### src/rtl/sprite_palette_lut.sv
// sprite_palette_lut
//   Sprite colour-index to RGB lookup. NUM_PAL independent palettes of
//   2^INDEX_W entries each, two-cycle lookup pipeline, optional hit-flash.
//
//   Optional feature macro: SPRITE_PALETTE_FLASH_EN
//     defined   -> flash counter and white-out of opaque pixels
//     undefined -> flash_start/frame_tick ignored, flash_active tied low
//
// Ports
//   Clk, Reset                   clock, synchronous active-high reset
//   wr_en/wr_pal/wr_index/wr_rgb palette write {R,G,B}
//   rd_valid_in/rd_pal/rd_index  lookup request
//   flash_start, frame_tick      hit-flash trigger, per-frame pulse
//   rd_valid_out, red/green/blue lookup result (held while not valid)
//   transparent                  index was TRANSPARENT_IDX
//   flash_active                 flash counter nonzero (registered)
module sprite_palette_lut #(
  parameter int INDEX_W         = 4,
  parameter int NUM_PAL         = 4,
  parameter int CW              = 4,
  parameter int TRANSPARENT_IDX = 0,
  parameter int FLASH_FRAMES    = 8
) (
  input  logic                       Clk,
  input  logic                       Reset,
  input  logic                       wr_en,
  input  logic [$clog2(NUM_PAL)-1:0] wr_pal,
  input  logic [INDEX_W-1:0]         wr_index,
  input  logic [3*CW-1:0]            wr_rgb,
  input  logic                       rd_valid_in,
  input  logic [$clog2(NUM_PAL)-1:0] rd_pal,
  input  logic [INDEX_W-1:0]         rd_index,
  input  logic                       flash_start,
  input  logic                       frame_tick,
  output logic                       rd_valid_out,
  output logic [CW-1:0]              red,
  output logic [CW-1:0]              green,
  output logic [CW-1:0]              blue,
  output logic                       transparent,
  output logic                       flash_active
);

  localparam int PW    = $clog2(NUM_PAL);
  localparam int AW    = PW + INDEX_W;
  localparam int DEPTH = 1 << AW;
  localparam int RGBW  = 3 * CW;
  localparam logic [INDEX_W-1:0] TIDX = INDEX_W'(TRANSPARENT_IDX);

  logic [RGBW-1:0]  mem_q [DEPTH];
  logic [DEPTH-1:0] loaded_q;

  logic [AW-1:0] wr_addr;
  logic [AW-1:0] rd_addr;
  assign wr_addr = {wr_pal, wr_index};
  assign rd_addr = {rd_pal, rd_index};

  // Colour storage is deliberately not reset; the loaded bits mask stale data.
  always_ff @(posedge Clk) begin
    if (!Reset && wr_en) begin
      mem_q[wr_addr] <= wr_rgb;
    end
  end

  always_ff @(posedge Clk) begin
    if (Reset) begin
      loaded_q <= '0;
    end else if (wr_en) begin
      loaded_q[wr_addr] <= 1'b1;
    end
  end

  // Stage 1: array read. A same-edge write lands after this read, so a
  // colliding lookup sees the pre-write contents.
  logic            s1_valid_q;
  logic            s1_trans_q;
  logic            s1_loaded_q;
  logic [RGBW-1:0] s1_rgb_q;

  always_ff @(posedge Clk) begin
    if (Reset) begin
      s1_valid_q  <= 1'b0;
      s1_trans_q  <= 1'b0;
      s1_loaded_q <= 1'b0;
      s1_rgb_q    <= '0;
    end else begin
      s1_valid_q  <= rd_valid_in;
      s1_trans_q  <= (rd_index == TIDX);
      s1_loaded_q <= loaded_q[rd_addr];
      s1_rgb_q    <= mem_q[rd_addr];
    end
  end

  // Flash counter
  logic flash_active_q;

`ifdef SPRITE_PALETTE_FLASH_EN
  logic [7:0] flash_cnt_q;
  logic [7:0] flash_cnt_d;

  // Load beats decrement when both arrive in the same cycle.
  always_comb begin
    flash_cnt_d = flash_cnt_q;
    if (flash_start) begin
      flash_cnt_d = 8'(FLASH_FRAMES);
    end else if (frame_tick && (flash_cnt_q != 8'd0)) begin
      flash_cnt_d = flash_cnt_q - 8'd1;
    end
  end

  // flash_active tracks the counter value it is registered alongside.
  always_ff @(posedge Clk) begin
    if (Reset) begin
      flash_cnt_q    <= 8'd0;
      flash_active_q <= 1'b0;
    end else begin
      flash_cnt_q    <= flash_cnt_d;
      flash_active_q <= (flash_cnt_d != 8'd0);
    end
  end
`else
  logic unused_flash_inputs;
  assign unused_flash_inputs = flash_start ^ frame_tick;
  assign flash_active_q      = 1'b0;
`endif

  // Stage 2: colour selection. Flash is sampled here, so pixels already in
  // flight when a flash starts are whitened too.
  logic [RGBW-1:0] pix_d;

  always_comb begin
    pix_d = '0;
    if (s1_trans_q) begin
      pix_d = '0;
    end else if (flash_active_q) begin
      pix_d = '1;
    end else if (s1_loaded_q) begin
      pix_d = s1_rgb_q;
    end
  end

  logic            out_valid_q;
  logic [RGBW-1:0] out_rgb_q;
  logic            out_trans_q;

  always_ff @(posedge Clk) begin
    if (Reset) begin
      out_valid_q <= 1'b0;
      out_rgb_q   <= '0;
      out_trans_q <= 1'b0;
    end else begin
      out_valid_q <= s1_valid_q;
      if (s1_valid_q) begin
        out_rgb_q   <= pix_d;
        out_trans_q <= s1_trans_q;
      end
    end
  end

  assign rd_valid_out = out_valid_q;
  assign red          = out_rgb_q[RGBW-1 -: CW];
  assign green        = out_rgb_q[2*CW-1 -: CW];
  assign blue         = out_rgb_q[CW-1:0];
  assign transparent  = out_trans_q;
  assign flash_active = flash_active_q;

endmodule

### config.mk
export PLATFORM = sky130hd
export DESIGN_NAME = sprite_palette_lut
export DESIGN_NICKNAME = d
export VERILOG_FILES = /design/src/rtl/sprite_palette_lut.sv
export SDC_FILE = /design/constraint.sdc
export NUM_CORES = 1
export LEC_CHECK = 0
export ABC_AREA = 1
export CAP_MARGIN = 20
export CELL_PAD_IN_SITES_DETAIL_PLACEMENT = 1
export CELL_PAD_IN_SITES_GLOBAL_PLACEMENT = 2
export CORE_ASPECT_RATIO = 1.4
export CORE_MARGIN = 2
export CORE_UTILIZATION = 35
export DETAILED_ROUTE_END_ITERATION = 12
export GPL_TIMING_DRIVEN = 1
export PLACE_DENSITY = 0.72
export SYNTH_ARGS = -nofsm -noshare
export SYNTH_HDL_FRONTEND = slang
export SYNTH_SLANG_ARGS = --single-unit
### constraint.sdc
create_clock -name Clk -period 4.64 [get_ports Clk]
set_clock_uncertainty 0.2 [all_clocks]
set_input_delay 0.928 -clock Clk [delete_from_list [all_inputs] [get_ports Clk]]
set_output_delay 0.928 -clock Clk [all_outputs]
set_load 0.05 [all_outputs]
==> reports/metrics.cfg, run 1 <==
[placed_design]
portBuffers=41
post-dp-hpwl_microns=63300
place.detailed.instances=4699
detailedPlace.worstSlack_ns=0.998
postPlaceCellArea_sq_um=37900
gpl.final_weighted_congestion=0.764

[routing]
routed-via-count=24253
post_route_drc=0
route.final.wire_length_microns=108000
route.detailed.vias_per_inst=4.99
antenna_left=0
drt_pass1_iterations=5
dr_wl_met3_microns=3610
route.layer.met1.wl_microns=44300
dr.max_layer_used=met4
avgRoutedWirePerCell_microns=22.3
routed-wl-met2_microns=56500
dr.first_iter.drc_count=1546

[cells_and_area]
fin_cells=4863
regArea_sq_um=24900
layout.core_utilization_pct=40.4
n_antenna_cell=0
multi_input_comb_area_sq_um=8510
fillerInstances=11129
fin_nets=3493
stdcell_area_sq_um=40800
area_delta_synth_final_pct=14.3
drive_above_1_share_pct=7.84

[sta]
max_freq_mhz=334
slew-limit-headroom_pct=26.6
final.min_clock_period_ns=2.99
final_worst_path_period_share_pct=64.5
grt_setup_unrepaired=no
final-max-slew-violation-count=0
fin_tns_setup_ns=0
whs_ns=0.266
worstMarginPinSlew_ns=1.10
timing_hold_violations_final=0
timing.final.setup_violations=0
fin_ws_ns=1.65

[logic_synthesis]
synth-edff-count=768
yosys_register_bits=861
synthesis.area_sq_um=35700
mappedNetlistNets=3427
synth.top_cells.by_count=1,009 x sky130_fd_sc_hd__nand2_1, 768 x sky130_fd_sc_hd__edfxtp_1, 459 x sky130_fd_sc_hd__nand3_1
synth_flop_cell=sky130_fd_sc_hd__edfxtp_1
synth_largest_type_area_fraction_pct=64.6
netlist_instances=3397
synth.avg_cell_area_sq_um=10.5
synthDominantAreaCellType=sky130_fd_sc_hd__edfxtp_1
ys_types=26
ys_seq_area_share_pct=69.8
yosysWarningCount=0
async_reset_ff_share_pct=0
top_cells_by_area_in_the_synthesized_netlist=sky130_fd_sc_hd__edfxtp_1 65%, sky130_fd_sc_hd__nand2_1 11%, sky130_fd_sc_hd__nand3_1 6.4%
most_frequent_cell_after_synthesis=sky130_fd_sc_hd__nand2_1

[clocking]
post_cts_resize_count=0
insertion_delay_ns=0.70
tritoncts.num_buffers=88
ctsLongestPathBuffers=3
cts.root.buffer_cell=sky130_fd_sc_hd__clkbuf_16
clock_tree.htree_level_count=3
clock_tree_from_tritoncts=done
ctsHoldBuffers=0
post_cts_buffers=0
cts.clk_slew.worst_paths_ns=0.06
cts_num_sinks=861

[setup_path]
cp_slowest_cell=sky130_fd_sc_hd__clkdlybuf4s50_1
timing.critical_path.buf_inv=1
critical_path.cell_chain=clkdlybuf4s50_1
reg2reg_depth=10
reg2reg_setup_slack_ns=2.75
cp_slowest_stage_delay_ns=0.83
worst-path-max-fanout=2
end_kind=primary output
critical_path.top_delay_family=buffers and inverters
worstPathRequired_ns=3.51
crit-reg2reg-launch=mem_q[1][6]
cp_data_arrival_time_ns=1.87
crit_type=flip-flop to primary output
worst_r2r_endpoint=s1_rgb_q[6]
critPathLaunchType=flip-flop

[global_routing]
grt_start_max_net_pins=117
grt-ovfl-total=0
grt_pass1_vias=24910
global_route_wire_length_before_repair_microns=161000
antenna_found_initial=2
track_usage_pct=20.9

[floorplan]
die_x_microns=274
boundaryPins=45
floorplan.die_area_sq_um=105000
initial_core_util_pct=35.3
die_height_microns=382
core.rowCount=138
core-area_sq_um=101000

[min_path]
min_path_cells=2
min-delay-path-class=flip-flop to flip-flop
hold-path-endpoint=out_rgb_q[8]
hold_path_startpoint=out_rgb_q[8]

[power_and_ir_drop]
p_per_area_nw_per_um2=408
total_leakage_power_nw=15.6
finalPower_mw=16.7
max-vdd-ir-drop_v=0.000266

[job]
max_cap_viol=0

[run_status]
result_of_the_run=finished, final reports clean

==> routing by layer <==
metal,vias up,track usage (%)
met5,-,0
met4,0,8.30
met3,159,2.40
met2,403,37.5
met1,12241,25.3
li1,11450,-
==> worst max-delay path by stage <==
| stage | startpoint | endpoint | slack (ns) | depth (start not counted) |
|---|---|---|---|---|
| 4_1_cts | out_rgb_q[9] | red[1] | 1.59 | 1 |
| 2_1_floorplan | wr_en | mem_q[11][0] | 1.78 | 5 |
| 3_5_place_dp | rd_index[1] | s1_rgb_q[5] | 1.0 | 10 |
| 6_report | out_rgb_q[9] | red[1] | 1.65 | 1 |
| 3_3_place_gp | wr_index[0] | mem_q[33][7] | 0.76 | 5 |
| 5_1_grt | rd_index[0] | s1_rgb_q[3] | 1.52 | 11 |
==> final cells by class <==
cell class / instances / area share, %
Clock buffer: 116 / 5.77
Multi-Input combinational cell: 2000 / 20.9
Sequential cell: 861 / 61.0
Clock inverter: 44 / 1.23
Timing Repair Buffer: 177 / 3.89
Inverter: 335 / 3.12
Tap cell: 1330 / 4.08
==> kinds of logic after synthesis <==
family / after synthesis / share of synthesized area, %
buffers and inverters: 536 / 6.38
AOI/OAI and AO/OA: 224 / 3.40
DFF: 861 / 69.8
other: 1 / 0.0105
and+or+nand+nor: 1775 / 20.4
==> registers in the layout (all words and copies together), names as in the netlist <==
signal	flops
mem_q	768
loaded_q	64
out_rgb_q	12
s1_rgb_q	12
rd_valid_out	1
s1_loaded_q	1
s1_trans_q	1
s1_valid_q	1
transparent	1
==> cell usage in the layout, fill, tap and decap left out, types with 64 or more instances in the layout <==
cell | Yosys | final
sky130_fd_sc_hd__inv_1 | 331 | 331
sky130_fd_sc_hd__edfxtp_1 | 768 | 768
sky130_fd_sc_hd__dfxtp_1 | 93 | 93
sky130_fd_sc_hd__nand3_1 | 459 | 459
sky130_fd_sc_hd__buf_4 | 22 | 118
sky130_fd_sc_hd__nand2_1 | 1009 | 1009
sky130_fd_sc_hd__clkbuf_16 | 0 | 88
sky130_fd_sc_hd__o21ai_0 | 89 | 89
sky130_fd_sc_hd__a21oi_1 | 66 | 66
sky130_fd_sc_hd__nor2_1 | 287 | 287
sky130_fd_sc_hd__o22ai_1 | 64 | 64
==> power by group <==
part           switching (mW)  internal (mW)  leakage, nW
Clock                    3.09           4.05         1.39
Combinational           0.774          0.254         6.58
Sequential             0.0156           8.47         7.66
Total                    3.88           12.8         15.6
Power figures use the tool's default switching activity.
==> run 2, diff against run 1 <==
--- a/config.mk
+++ b/config.mk
@@ -14,7 +14,7 @@
 export CORE_UTILIZATION = 35
 export DETAILED_ROUTE_END_ITERATION = 12
 export GPL_TIMING_DRIVEN = 1
-export PLACE_DENSITY = 0.72
+export PLACE_DENSITY = 0.74
 export SYNTH_ARGS = -nofsm -noshare
 export SYNTH_HDL_FRONTEND = slang
 export SYNTH_SLANG_ARGS = --single-unit
==> constraint.sdc (replaced) <==
create_clock -name Clk -period 2.5 [get_ports Clk]
set_clock_uncertainty 0.2 [all_clocks]
set_input_delay 0.5 -clock Clk [delete_from_list [all_inputs] [get_ports Clk]]
set_output_delay 0.5 -clock Clk [all_outputs]
set_load 0.05 [all_outputs]
==> reports/metrics.cfg, run 2 (synthesis results as in run 1) <==
[run_status]
result_of_the_run=finished, final reports clean  ; unchanged

[cells_and_area]
top_register=mem_q  ; unchanged
largest_register_ff_count=768  ; unchanged
fin_cells=4971  ; was 4,863
mostFrequentLayoutCells=1,009 x sky130_fd_sc_hd__nand2_1, 768 x sky130_fd_sc_hd__edfxtp_1, 459 x sky130_fd_sc_hd__nand3_1, 331 x sky130_fd_sc_hd__inv_1, 287 x sky130_fd_sc_hd__nor2_1  ; unchanged
area_delta_synth_final_pct=18.7  ; was 14.3%
n_antenna_cell=0  ; unchanged
stdcell_area_sq_um=42400  ; was 40,800 sq um
drive_above_1_share_pct=10.5  ; was 7.84%
biggestRegsByFlops=mem_q: 768 flops, loaded_q: 64 flops  ; unchanged
fin_nets=3598  ; was 3,493
layout_commonest_cell=sky130_fd_sc_hd__nand2_1  ; unchanged

[sta]
final.min_clock_period_ns=2.27
max_freq_mhz=440
final-max-slew-violation-count=0  ; unchanged
timing.final.setup_violations=0  ; unchanged
slew-limit-headroom_pct=32.8  ; was 26.6%
final_worst_path_period_share_pct=90.8
timing_hold_violations_final=0  ; unchanged
worstMarginPinSlew_ns=1.01  ; was 1.10 ns
grt_setup_unrepaired=no  ; unchanged

[clocking]
cts.clk_slew.worst_paths_ns=0.06  ; about the same
tritoncts.num_buffers=87  ; was 88
post_cts_buffers=0  ; unchanged
clock_tree_from_tritoncts=done  ; unchanged
cts_num_sinks=861  ; unchanged
insertion_delay_ns=0.69  ; was 0.70 ns
clock_tree.htree_level_count=3  ; unchanged
ctsLongestPathBuffers=3  ; unchanged
cts.root.buffer_cell=sky130_fd_sc_hd__clkbuf_16  ; unchanged

[floorplan]
floorplan.die_area_sq_um=105000  ; unchanged
initial_core_util_pct=35.3  ; unchanged
core.rowCount=138  ; unchanged
die_x_microns=274  ; unchanged
boundaryPins=45  ; unchanged
core-area_sq_um=101000  ; unchanged
die_height_microns=382  ; unchanged

[power_and_ir_drop]
power_switching_share_pct=23.4  ; was 23.3%
power_frac_seq_pct=51.2  ; was 51.0%
clock_power_share_pct=41.8  ; was 42.9%
finalPower_mw=30.8  ; was 16.7 mW
total_leakage_power_nw=16.5  ; was 15.6 nW
combinationalPowerShare_pct=7.1  ; was 6.2%
p_per_area_nw_per_um2=727  ; was 408 nW/um^2
total_switching_power_mw=7.20  ; was 3.88 mW
internal_power_mw=23.6  ; was 12.8 mW
max-vdd-ir-drop_v=0.000491  ; was 0.000266 V

[routing]
antenna_left=0  ; unchanged
route.final.wire_length_microns=111000  ; was 108,000 microns
drt_pass1_iterations=5  ; unchanged
route.detailed.vias_per_inst=4.97  ; was 4.99
avgRoutedWirePerCell_microns=22.4  ; was 22.3 microns
post_route_drc=0  ; unchanged
routed-via-count=24723  ; was 24,253
dr.first_iter.drc_count=1555  ; was 1,546

[setup_path]
critPathLaunchType=flip-flop  ; unchanged
worstPathRequired_ns=1.80  ; was 3.51 ns
critical_path.top_delay_family=buffers and inverters  ; unchanged
crit_type=flip-flop to primary output  ; unchanged
cp_slowest_stage_delay_ns=0.54  ; was 0.83 ns
timing.critical_path.buf_inv=1  ; unchanged
critical_path.cell_chain=dlygate4sd2_1  ; was clkdlybuf4s50_1
cp_slowest_cell=sky130_fd_sc_hd__dlygate4sd2_1  ; was sky130_fd_sc_hd__clkdlybuf4s50_1
worst-path-max-fanout=2  ; unchanged
cp_data_arrival_time_ns=1.57  ; was 1.87 ns
end_kind=primary output  ; unchanged

[global_routing]
track_usage_pct=21.5  ; was 20.9%
global_route_wire_length_before_repair_microns=165000  ; was 161,000 microns
grt_pass1_vias=25715  ; was 24,910
antenna_found_initial=2  ; unchanged
grt_start_max_net_pins=90  ; was 117
grt-ovfl-total=0  ; unchanged

[placed_design]
place.detailed.instances=4807  ; was 4,699
gpl.final_weighted_congestion=0.786  ; was 0.764
post-dp-hpwl_microns=70000  ; was 63,300 microns
portBuffers=41  ; unchanged
postPlaceCellArea_sq_um=39600  ; was 37,900 sq um

[min_path]
min-delay-path-class=primary input to flip-flop  ; was flip-flop to flip-flop

[job]
max_cap_viol=0  ; unchanged

==> run 2: power by group through the flow <==
stage / registers, mW / clock network, mW / logic, mW
floorplan: 16.1 / 0 / 1.02
global placement: 16.1 / 0 / 2.18
detailed placement: 16.1 / 0 / 2.20
CTS: 15.8 / 13.2 / 2.22
global route: 15.8 / 13.7 / 2.36
finish: 15.8 / 12.9 / 2.17
==> run 2: path summary, 6_finish.rpt <==
path / start / end / slack, ns / depth (start not counted)
worst min-delay path: wr_rgb[9] / mem_q[60][9] / 0.09 / 1
worst max register to register: mem_q[61][1] / s1_rgb_q[1] / 0.65 / 6
worst max-delay path: out_rgb_q[0] / blue[0] / 0.23 / 1
worst min register to register: transparent / transparent / 0.26 / 2
==> run 2: cell type report <==
| type | count | area (sq um) |
|---|---|---|
| clock buffer | 115 | 2380 |
| clock inverter | 47 | 407 |
| fill | 11135 | 58800 |
| inverter | 335 | 1270 |
| multi-input combinational | 2000 | 8510 |
| sequential | 861 | 24900 |
| tap | 1330 | 1660 |
| timing repair buffer | 283 | 3220 |
==> run 2: per-stage QoR <==
| stage | hold WS (ns) | util [%] | setup WS (ns) | TNS [ns] |
|---|---|---|---|---|
| 6_report | 0.0943 | 41.9 | 0.229 | 0 |
| 2_1_floorplan | 0.225 | - | 0.0634 | 0 |
| 3_5_place_dp | 0.260 | 39.1 | -0.155 | -40.11 |
| 5_1_grt | 0.0918 | 41.9 | 0.174 | 0 |
| 4_1_cts | 0.0697 | 41.9 | 0.168 | 0 |
| 3_3_place_gp | 0.254 | 39.1 | -0.161 | -37.82 |
==> run 2: what timing repair did <==
item / 4_1_cts / 5_1_grt
gates resized for setup: 14 / 0
endpoints found under the setup margin: 14 / 0
hold endpoints to repair: 5 / 0
hold buffers: 2 / 0
==> run 2: metal layers <==
metal	GRT usage, %	up-vias	share of wire (%)
met5	0	-	0.011
met4	9.24	2	4.2
met3	2.42	190	2.8
met2	39.7	411	54
met1	24.8	12447	39
li1	-	11673	-
